### config.mk
export PLATFORM = sky130hd
export DESIGN_NAME = ad100_mem_arbiter
export DESIGN_NICKNAME = d
export VERILOG_FILES = /design/src/rtl/ad100_mem_arbiter_pkg.sv /design/src/rtl/ad100_mem_arb_pick.sv /design/src/rtl/ad100_mem_arbiter.sv
export SDC_FILE = /design/constraint.sdc
export NUM_CORES = 1
export LEC_CHECK = 0
export ABC_CLOCK_PERIOD_IN_PS = 2070
export BUFFER_PORTS_ARGS = -buffer_cell sky130_fd_sc_hd__buf_2
export CAP_MARGIN = 5
export CORE_MARGIN = 5
export CORE_UTILIZATION = 30
export DETAILED_ROUTE_END_ITERATION = 16
export GPL_ROUTABILITY_DRIVEN = 0
export MAX_ROUTING_LAYER = met4
export PLACE_DENSITY_LB_ADDON = 0.2
export SETUP_SLACK_MARGIN = 0.4
export SYNTH_ARGS = -nofsm -noshare
export SYNTH_HDL_FRONTEND = slang
export SYNTH_SLANG_ARGS = --single-unit
### constraint.sdc
create_clock -name clk -period 2.07 [get_ports clk]
set_input_delay 0.3105 -clock clk [delete_from_list [all_inputs] [get_ports clk]]
set_output_delay 0.3105 -clock clk [all_outputs]
set_load 0.01 [all_outputs]
### src/rtl/ad100_mem_arbiter_pkg.sv
// Shared types and helpers for the ad100 fetch/data RAM arbiter.
package ad100_mem_arbiter_pkg;

    localparam int WORD_W = 32;
    localparam int ADDR_W = 30;
    localparam int BE_W   = 4;

    // State names what the arbiter issued to the RAM in the previous cycle
    typedef enum logic [2:0] {
        ST_IDLE  = 3'd0,
        ST_IF_RD = 3'd1,
        ST_D_RD  = 3'd2,
        ST_D_WR  = 3'd3,
        ST_D_RMW = 3'd4
    } arb_state_t;

    function automatic logic [WORD_W-1:0] merge_bytes(
        input logic [BE_W-1:0]   be,
        input logic [WORD_W-1:0] wdata,
        input logic [WORD_W-1:0] rdata
    );
        logic [WORD_W-1:0] merged;
        merged = rdata;
        for (int i = 0; i < BE_W; i++) begin
            if (be[i]) begin
                merged[8*i +: 8] = wdata[8*i +: 8];
            end
        end
        return merged;
    endfunction

endpackage

### src/rtl/ad100_mem_arb_pick.sv
// Fetch/data grant selection with a starvation counter that lets fetch
// win once it has been refused STARVE_LIMIT consecutive cycles.
module ad100_mem_arb_pick #(
    parameter int STARVE_LIMIT = 4
) (
    input  logic clk,
    input  logic rst_n,
    input  logic if_req,
    input  logic d_req,
    input  logic allow,
    output logic if_gnt,
    output logic d_gnt
);

    localparam int CNT_W = $clog2(STARVE_LIMIT + 1);

    logic [CNT_W-1:0] r_starve_cnt;
    logic             w_fetch_wins;

    assign w_fetch_wins = (r_starve_cnt == CNT_W'(STARVE_LIMIT));
    assign if_gnt       = allow & if_req & (~d_req | w_fetch_wins);
    assign d_gnt        = allow & d_req & ~(if_req & w_fetch_wins);

    // Counts refused fetch cycles, including cycles where nobody may be granted
    always_ff @(posedge clk or negedge rst_n) begin
        if (!rst_n) begin
            r_starve_cnt <= '0;
        end else if (!if_req || if_gnt) begin
            r_starve_cnt <= '0;
        end else if (!w_fetch_wins) begin
            r_starve_cnt <= r_starve_cnt + 1'b1;
        end
    end

endmodule

### src/rtl/ad100_mem_arbiter.sv
// Shares one single-port word RAM between the ad100 fetch and data ports,
// with read-modify-write for partial stores.
module ad100_mem_arbiter
    import ad100_mem_arbiter_pkg::*;
#(
    parameter int STARVE_LIMIT = 4
) (
    input  logic                clk,
    input  logic                rst_n,
    input  logic                if_req,
    input  logic [ADDR_W-1:0]   if_addr,
    output logic                if_gnt,
    output logic                if_rvalid,
    output logic [WORD_W-1:0]   if_rdata,
    input  logic                d_req,
    input  logic [ADDR_W-1:0]   d_addr,
    input  logic                d_we,
    input  logic [BE_W-1:0]     d_be,
    input  logic [WORD_W-1:0]   d_wdata,
    output logic                d_gnt,
    output logic                d_rvalid,
    output logic [WORD_W-1:0]   d_rdata,
    output logic                mem_en,
    output logic                mem_we,
    output logic [ADDR_W-1:0]   mem_addr,
    output logic [WORD_W-1:0]   mem_wdata,
    input  logic [WORD_W-1:0]   mem_rdata
);

    arb_state_t          r_state;
    logic [ADDR_W-1:0]   r_rmw_addr;
    logic [BE_W-1:0]     r_rmw_be;
    logic [WORD_W-1:0]   r_rmw_wdata;
    logic                w_allow;

    // Reset also masks grants so every output is quiet while rst_n is low
    assign w_allow = rst_n & (r_state != ST_D_RMW);

    ad100_mem_arb_pick #(
        .STARVE_LIMIT (STARVE_LIMIT)
    ) u_pick (
        .clk    (clk),
        .rst_n  (rst_n),
        .if_req (if_req),
        .d_req  (d_req),
        .allow  (w_allow),
        .if_gnt (if_gnt),
        .d_gnt  (d_gnt)
    );

    assign if_rvalid = (r_state == ST_IF_RD);
    assign if_rdata  = if_rvalid ? mem_rdata : '0;
    assign d_rvalid  = (r_state == ST_D_RD) || (r_state == ST_D_WR);
    assign d_rdata   = (r_state == ST_D_RD) ? mem_rdata : '0;

    // RAM port: finish a pending RMW first, otherwise serve the granted requester
    always_comb begin
        mem_en    = 1'b0;
        mem_we    = 1'b0;
        mem_addr  = '0;
        mem_wdata = '0;
        if (r_state == ST_D_RMW) begin
            mem_en    = 1'b1;
            mem_we    = 1'b1;
            mem_addr  = r_rmw_addr;
            mem_wdata = merge_bytes(r_rmw_be, r_rmw_wdata, mem_rdata);
        end else if (if_gnt) begin
            mem_en   = 1'b1;
            mem_addr = if_addr;
        end else if (d_gnt) begin
            if (!d_we || (d_be != '0)) begin
                mem_en   = 1'b1;
                mem_addr = d_addr;
            end
            if (d_we && (&d_be)) begin
                mem_we    = 1'b1;
                mem_wdata = d_wdata;
            end
        end
    end

    always_ff @(posedge clk or negedge rst_n) begin
        if (!rst_n) begin
            r_state     <= ST_IDLE;
            r_rmw_addr  <= '0;
            r_rmw_be    <= '0;
            r_rmw_wdata <= '0;
        end else if (r_state == ST_D_RMW) begin
            r_state <= ST_D_WR;
        end else if (if_gnt) begin
            r_state <= ST_IF_RD;
        end else if (d_gnt) begin
            if (!d_we) begin
                r_state <= ST_D_RD;
            end else if ((&d_be) || (d_be == '0)) begin
                r_state <= ST_D_WR;
            end else begin
                r_state     <= ST_D_RMW;
                r_rmw_addr  <= d_addr;
                r_rmw_be    <= d_be;
                r_rmw_wdata <= d_wdata;
            end
        end else begin
            r_state <= ST_IDLE;
        end
    end

endmodule
==> After elaboration in Yosys (flattened, before gate mapping) <==
Index checks and enable logic that the tools add are counted.
{ "op_classes": {"shift": 0, "magnitude_cmp": 0, "n_reduce_logical": 11, "div": 0, "n_mul": 0, "addsub": 1, "bitwise": 12, "mux": 29, "eq_ne": 7} }
{ "ops": {"columns": ["op", "count"], "rows": [
  ["2-to-1 mux 32 bit", 6],
  ["2-to-1 mux 30 bit", 4],
  ["2-to-1 mux 8 bit", 4],
  ["2-to-1 mux 3 bit", 7],
  ["2-to-1 mux 1 bit", 8],
  ["AND 1 bit", 6],
  ["== test 3 x 2 -> 1 bit (second input constant)", 2],
  ["== test 3 bit (second input constant)", 2],
  ["inverter 1 bit", 5],
  ["AND reduction 5 bit", 1],
  ["zero test 4 bit", 1],
  ["logical OR 1 bit", 4],
  ["AND reduction 4 bit", 1],
  ["nonzero test 4 bit", 1],
  ["adder 3 x 1 -> 3 bit (second input constant)", 1],
  ["== test 3 x 1 -> 1 bit (second input constant)", 1],
  ["inequality test 3 bit (second input constant)", 1],
  ["zero test 1 bit", 2],
  ["inequality test 2 bit (second input constant)", 1],
  ["logical AND 1 bit", 1],
  ["OR 1 bit", 1]
]} }
{ "totals": {"mem_bits_ro": 0, "ramBits": 0, "input_bits": 133, "word_cells": 65, "memories": 0, "out_inout_bits": 132, "latch_bits": 0, "ff_bits": 72} }

==> Longest topological paths before layout <==
{ "depth": {"ltp_word": 7, "ltp_mapped": 8, "depth_no_buf": 6} }

==> Hierarchy <==
A second synthesis with hierarchy kept.
{ "unflattened": {"cells_unflattened": 539, "area_unflattened_um2": 4906.0} }
{ "by_module_without_submodules": {"columns": ["mod", "seq_area_each_um2", "cells_each", "area_per_inst_um2", "instances"], "rows": [
  ["ad100_mem_arbiter", 1726.7, 515, 4705.8, 1],
  ["ad100_mem_arb_pick", 75.1, 24, 200.2, 1]
]} }

==> Worst setup path before layout <==
Ideal clock, no wire load.
{ "synth_timing": {"kind": "reg2out", "from": "reg u_pick.r_starve_cnt[0]", "to": "out mem_addr[22]", "path_buffers": 2, "stages_incl_launch_ff": 9, "arrival_time_ns": 1.789, "t_required_ns": 1.760, "setup_slack_ns": -0.030, "path_cell_list": "dfrtp_1 > inv_1 > ha_1 > nand2_1 > a21oi_1 > and2_0 > clkbuf_1 > buf_2 > a221o_1"} }
{ "synth_via": {"word_cells_on_any_way": 9, "classes_between": "1 x eq/ne; 3 x mux; 5 x bitwise"} }
{ "synth_rtl": {"columns": ["element", "line", "source"], "rows": [
  ["start, declared", "ad100_mem_arb_pick.sv:17", "logic [CNT_W-1:0] r_starve_cnt;"],
  ["start signal, assigned", "ad100_mem_arb_pick.sv:31", "r_starve_cnt <= r_starve_cnt + 1'b1;"],
  ["== test 3 bit", "ad100_mem_arb_pick.sv:20", "assign w_fetch_wins = (r_starve_cnt == CNT_W'(STARVE_LIMIT));"],
  ["OR 1 bit", "ad100_mem_arb_pick.sv:21", "assign if_gnt = allow & if_req & (~d_req | w_fetch_wins);"],
  ["AND 1 bit", "ad100_mem_arb_pick.sv:21", null],
  ["via if_gnt", "ad100_mem_arbiter.sv:12", "output logic if_gnt,"],
  ["2-to-1 mux 30 bit", "ad100_mem_arbiter.sv:67", "end else if (if_gnt) begin"],
  ["2-to-1 mux 30 bit", "ad100_mem_arbiter.sv:62", "if (r_state == ST_D_RMW) begin"],
  ["end, declared", "ad100_mem_arbiter.sv:25", "output logic [ADDR_W-1:0] mem_addr,"]
]} }
The timed path passes the listed nets, and every way through them passes these cells.

==> Worst setup path in the final report <==
{ "layout_timing": {"from": "reg r_state[2]", "to": "out mem_wdata[22]"} }
{ "layout_via": {"elab_chain_len": 7, "word_cells_on_any_way": 10, "classes_between": "2 x eq/ne; 3 x mux; 5 x bitwise"} }
{ "layout_lines": {"columns": ["element", "line", "source"], "rows": [
  ["start, declared", "ad100_mem_arbiter.sv:30", "arb_state_t r_state;"],
  ["start signal, assigned", "ad100_mem_arbiter.sv:84", "r_state <= ST_IDLE;"],
  ["start signal, assigned", "ad100_mem_arbiter.sv:89", "r_state <= ST_D_WR;"],
  ["start signal, assigned", "ad100_mem_arbiter.sv:91", "r_state <= ST_IF_RD;"],
  ["inequality test 3 bit", "ad100_mem_arbiter.sv:37", "assign w_allow = rst_n & (r_state != ST_D_RMW);"],
  ["AND 1 bit", "ad100_mem_arbiter.sv:37", null],
  ["AND 1 bit (2 in series)", "ad100_mem_arb_pick.sv:22", "assign d_gnt = allow & d_req & ~(if_req & w_fetch_wins);"],
  ["2-to-1 mux 32 bit", "ad100_mem_arbiter.sv:70", "end else if (d_gnt) begin"],
  ["2-to-1 mux 32 bit", "ad100_mem_arbiter.sv:67", null],
  ["2-to-1 mux 32 bit (*)", "ad100_mem_arbiter.sv:62", null],
  ["end, declared", "ad100_mem_arbiter.sv:26", "output logic [WORD_W-1:0] mem_wdata,"]
]} }
Every way passes the cells marked *; elsewhere a longest branch is shown, timed or not.

==> qor.json <==
{
  "setup_path": {
    "start_kind": "flip-flop",
    "crit_path_category": "reg2out",
    "cpLargestDelayFamily": "simple AND/OR/NAND/NOR gates",
    "cp_data_arrival_time_ps": 2040,
    "cp.buffers_inverters": 2,
    "crit_path_max_fanout": 13,
    "critPathMaxStageDelay_ps": 410,
    "cp_cell_sequence": "nor3b_4 -> a311oi_4 -> and3_4 -> buf_12 -> o2bb2ai_2 -> buf_2",
    "cpMaxStageDelayCell": "sky130_fd_sc_hd__dfrtp_1",
    "setup.worst_path.end_class": "output port",
    "critPathRequiredTime_ps": 1760
  },
  "floorplan": {
    "pin_count": 265,
    "placement_rows": 45,
    "floorplan.die.width_um": 134,
    "floorplan.core_area_sq_mm": 0.0151,
    "initial_core_util": 0.305,
    "die_outline_area_sq_mm": 0.0180,
    "die-height_um": 134
  },
  "power_and_ir_drop": {
    "post_layout_total_power_mw": 5.48,
    "power.density_cell_area_mw_per_mm2": 685,
    "leakage_nw": 4.15,
    "ir_worst_vdd_uv": 361
  },
  "logic_synthesis": {
    "syn-cell-area_sq_mm": 0.00463,
    "yosys-top-cells-count": "sky130_fd_sc_hd__dfrtp_1, sky130_fd_sc_hd__and2_1, sky130_fd_sc_hd__mux2_2",
    "ys_seq_elements": 72,
    "synth-edff-count": 0,
    "synth_ff_type": "sky130_fd_sc_hd__dfrtp_1",
    "async_reset_ff_frac": 1.00,
    "netlist-cell-type-count": 37,
    "synth.most_common_cell": "sky130_fd_sc_hd__dfrtp_1",
    "post_synth_main_area_contributors": "sky130_fd_sc_hd__dfrtp_1, sky130_fd_sc_hd__mux2_4, sky130_fd_sc_hd__mux2_2",
    "ys_seq_area_frac": 0.389,
    "synth_warnings": 0,
    "syn-num-nets": 542,
    "syn-mean-instance-area_sq_um": 11.4,
    "syn_inst": 407,
    "synth_top_cell_by_area": "sky130_fd_sc_hd__dfrtp_1",
    "synth_top_area_share": 0.389
  },
  "cells_and_area": {
    "post_route_cells_drive_above_1_share": 0.662,
    "area_growth_pct": 73.0,
    "nets": 841,
    "design_area_sq_mm": 0.00800
  },
  "timing": {
    "final-hold-violation-count": 0,
    "max_slew_violations": 0,
    "period_minus_ws_final_ps": 2350,
    "max_slew_margin": 0.653,
    "timing.fmax_ghz": 0.426,
    "setup_violations": 128,
    "grt_setup_unrepaired": "yes",
    "finalCritPeriodShare": 1.13,
    "clock_skew_ps": 4.88,
    "timing_worst_slew_pin_value_ps": 520,
    "setup_ws_ps": -279
  },
  "job": {
    "cap_viol_max_count": 0
  },
  "routing": {
    "route.final.wire_length_um": 16900,
    "final_antenna_net_count": 0,
    "vias_per_cell": 4.98,
    "num_vias": 4487,
    "number_of_remaining_drc_errors": 0,
    "drtIter0Drc": 182,
    "drt-pass1-iter-count": 4,
    "routed_wire_length_per_instance_um": 18.7
  },
  "grt": {
    "pin_count_of_the_biggest_net_entering_global_routing": 41,
    "grt_pass1_vias": 4582,
    "grt_antenna_before_repair": 2,
    "grtUsageTotal": 0.185,
    "overflow": 0,
    "grt_pass1_wl_um": 25500
  },
  "status": {
    "failed_checks": "setup timing",
    "run_status": "finished with violations"
  },
  "clock_network": {
    "cts_inserted_buffers": 9,
    "h-tree-depth": 3,
    "clk_root_buffer_cell": "sky130_fd_sc_hd__clkbuf_16",
    "clock_insertion_delay_worst_skew_ps": 330,
    "clkSlewWorstSetupHoldPaths_ps": 60,
    "clock_tree_buf_depth": 2,
    "clock_sink_count": 72,
    "cts_tree": "done"
  },
  "place": {
    "place_hpwl_um": 11700,
    "numPortBuffers": 264,
    "placedInstanceArea_sq_mm": 0.00664
  },
  "min_path": {
    "min-delay-path-class": "in2async"
  }
}
-- layout by cell type (no fill, tap or decap), types with 18 or more instances in the layout --
cell                        synthesis  final
sky130_fd_sc_hd__a221o_1           29     29
sky130_fd_sc_hd__o2bb2ai_2          0     27
sky130_fd_sc_hd__mux2_4            29     66
sky130_fd_sc_hd__and3_1            32     30
sky130_fd_sc_hd__dfrtp_1           72     72
sky130_fd_sc_hd__buf_2             11    239
sky130_fd_sc_hd__buf_4              0     18
sky130_fd_sc_hd__buf_6              4     38
sky130_fd_sc_hd__and2_4             0     18
sky130_fd_sc_hd__and2_1            64     47
sky130_fd_sc_hd__mux2i_1           34     34
-- what timing repair did --
| item | 4_1_cts | 5_1_grt |
|---|---|---|
| cloned | 11 | 2 |
| pin swaps | 6 | 8 |
| hold buffers | 0 | 0 |
| resized for setup | 64 | 32 |
| endpoints found under the hold margin | 0 | 0 |
| setup buffers | 22 | 7 |
| setup endpoints to repair | 197 | 198 |
-- worst paths after layout --
kind / start / to / slack (ps) / cells after the start
max: r_state[2] / mem_wdata[22] / -280 / 6
min: rst_n / u_pick.r_starve_cnt[2] / 40 / 2
max reg2reg: r_state[2] / r_rmw_addr[10] / 20 / 8
min reg2reg: r_rmw_wdata[31] / r_rmw_wdata[31] / 510 / 1
max in group asynchronous: rst_n / r_rmw_wdata[17] / 1650 / 2
min in group clk: d_addr[19] / r_rmw_addr[19] / 220 / 2
-- state kept, by name (all words and copies together) (netlist names) --
register / cells
r_rmw_be: 4
r_rmw_addr: 30
r_rmw_wdata: 32
u_pick.r_starve_cnt: 3
r_state: 3
-- where the power goes --
group	internal, mW	total, mW	switching, mW
sequential	1.73	2.00	0.271
clock	1.17	1.76	0.590
combinational	1.08	1.72	0.642
-- logic make-up (layout without fill, tap and decap cells) --
group | after synthesis | count (layout) | synth area share
AND/OR/NAND/NOR | 117 | 117 | 0.158
flip-flops | 72 | 72 | 0.389
adder cells (fa/ha/maj) | 2 | 2 | 0.00541
AO/OA/AOI/OAI | 73 | 73 | 0.145
other | 0 | 2 | 0
buffers and inverters | 43 | 347 | 0.0443
multiplexers | 100 | 100 | 0.258
-- final cells by class --
class,count,area (sq um)
fill,1332,7140
multi-input combinational,292,3110
timing repair buffer,327,2500
sequential,72,1800
tap,188,235
clock buffer,10,229
clock inverter,6,108
inverter,4,15.0
antenna,2,5.00
-- routing by layer --
layer	wire, um	vias to the layer above	GRT usage	part of all wire
met2	8630	174	0.320	0.51
li1	-	2126	-	-
met3	1210	19	0.0439	0.071
met1	6750	2168	0.214	0.40
met4	297	0	0.0526	0.018
met5	0	-	-	0
-- metrics by stage --
stage / util / hold slack [ps] / instances / setup slack [ps] / TNS, ps
after floorplan: - / 14.9 / 407 / 90.8 / 0
after global placement: 0.438 / 408 / 841 / 43.8 / 0
after detailed placement: 0.438 / 410 / 841 / 8.26 / 0
after CTS: 0.510 / 48.8 / 890 / -287 / -14650
after global routing: 0.528 / 86.3 / 901 / -364 / -28260
final: 0.528 / 41.5 / 901 / -279 / -17940
Power figures use the tool's default switching activity.
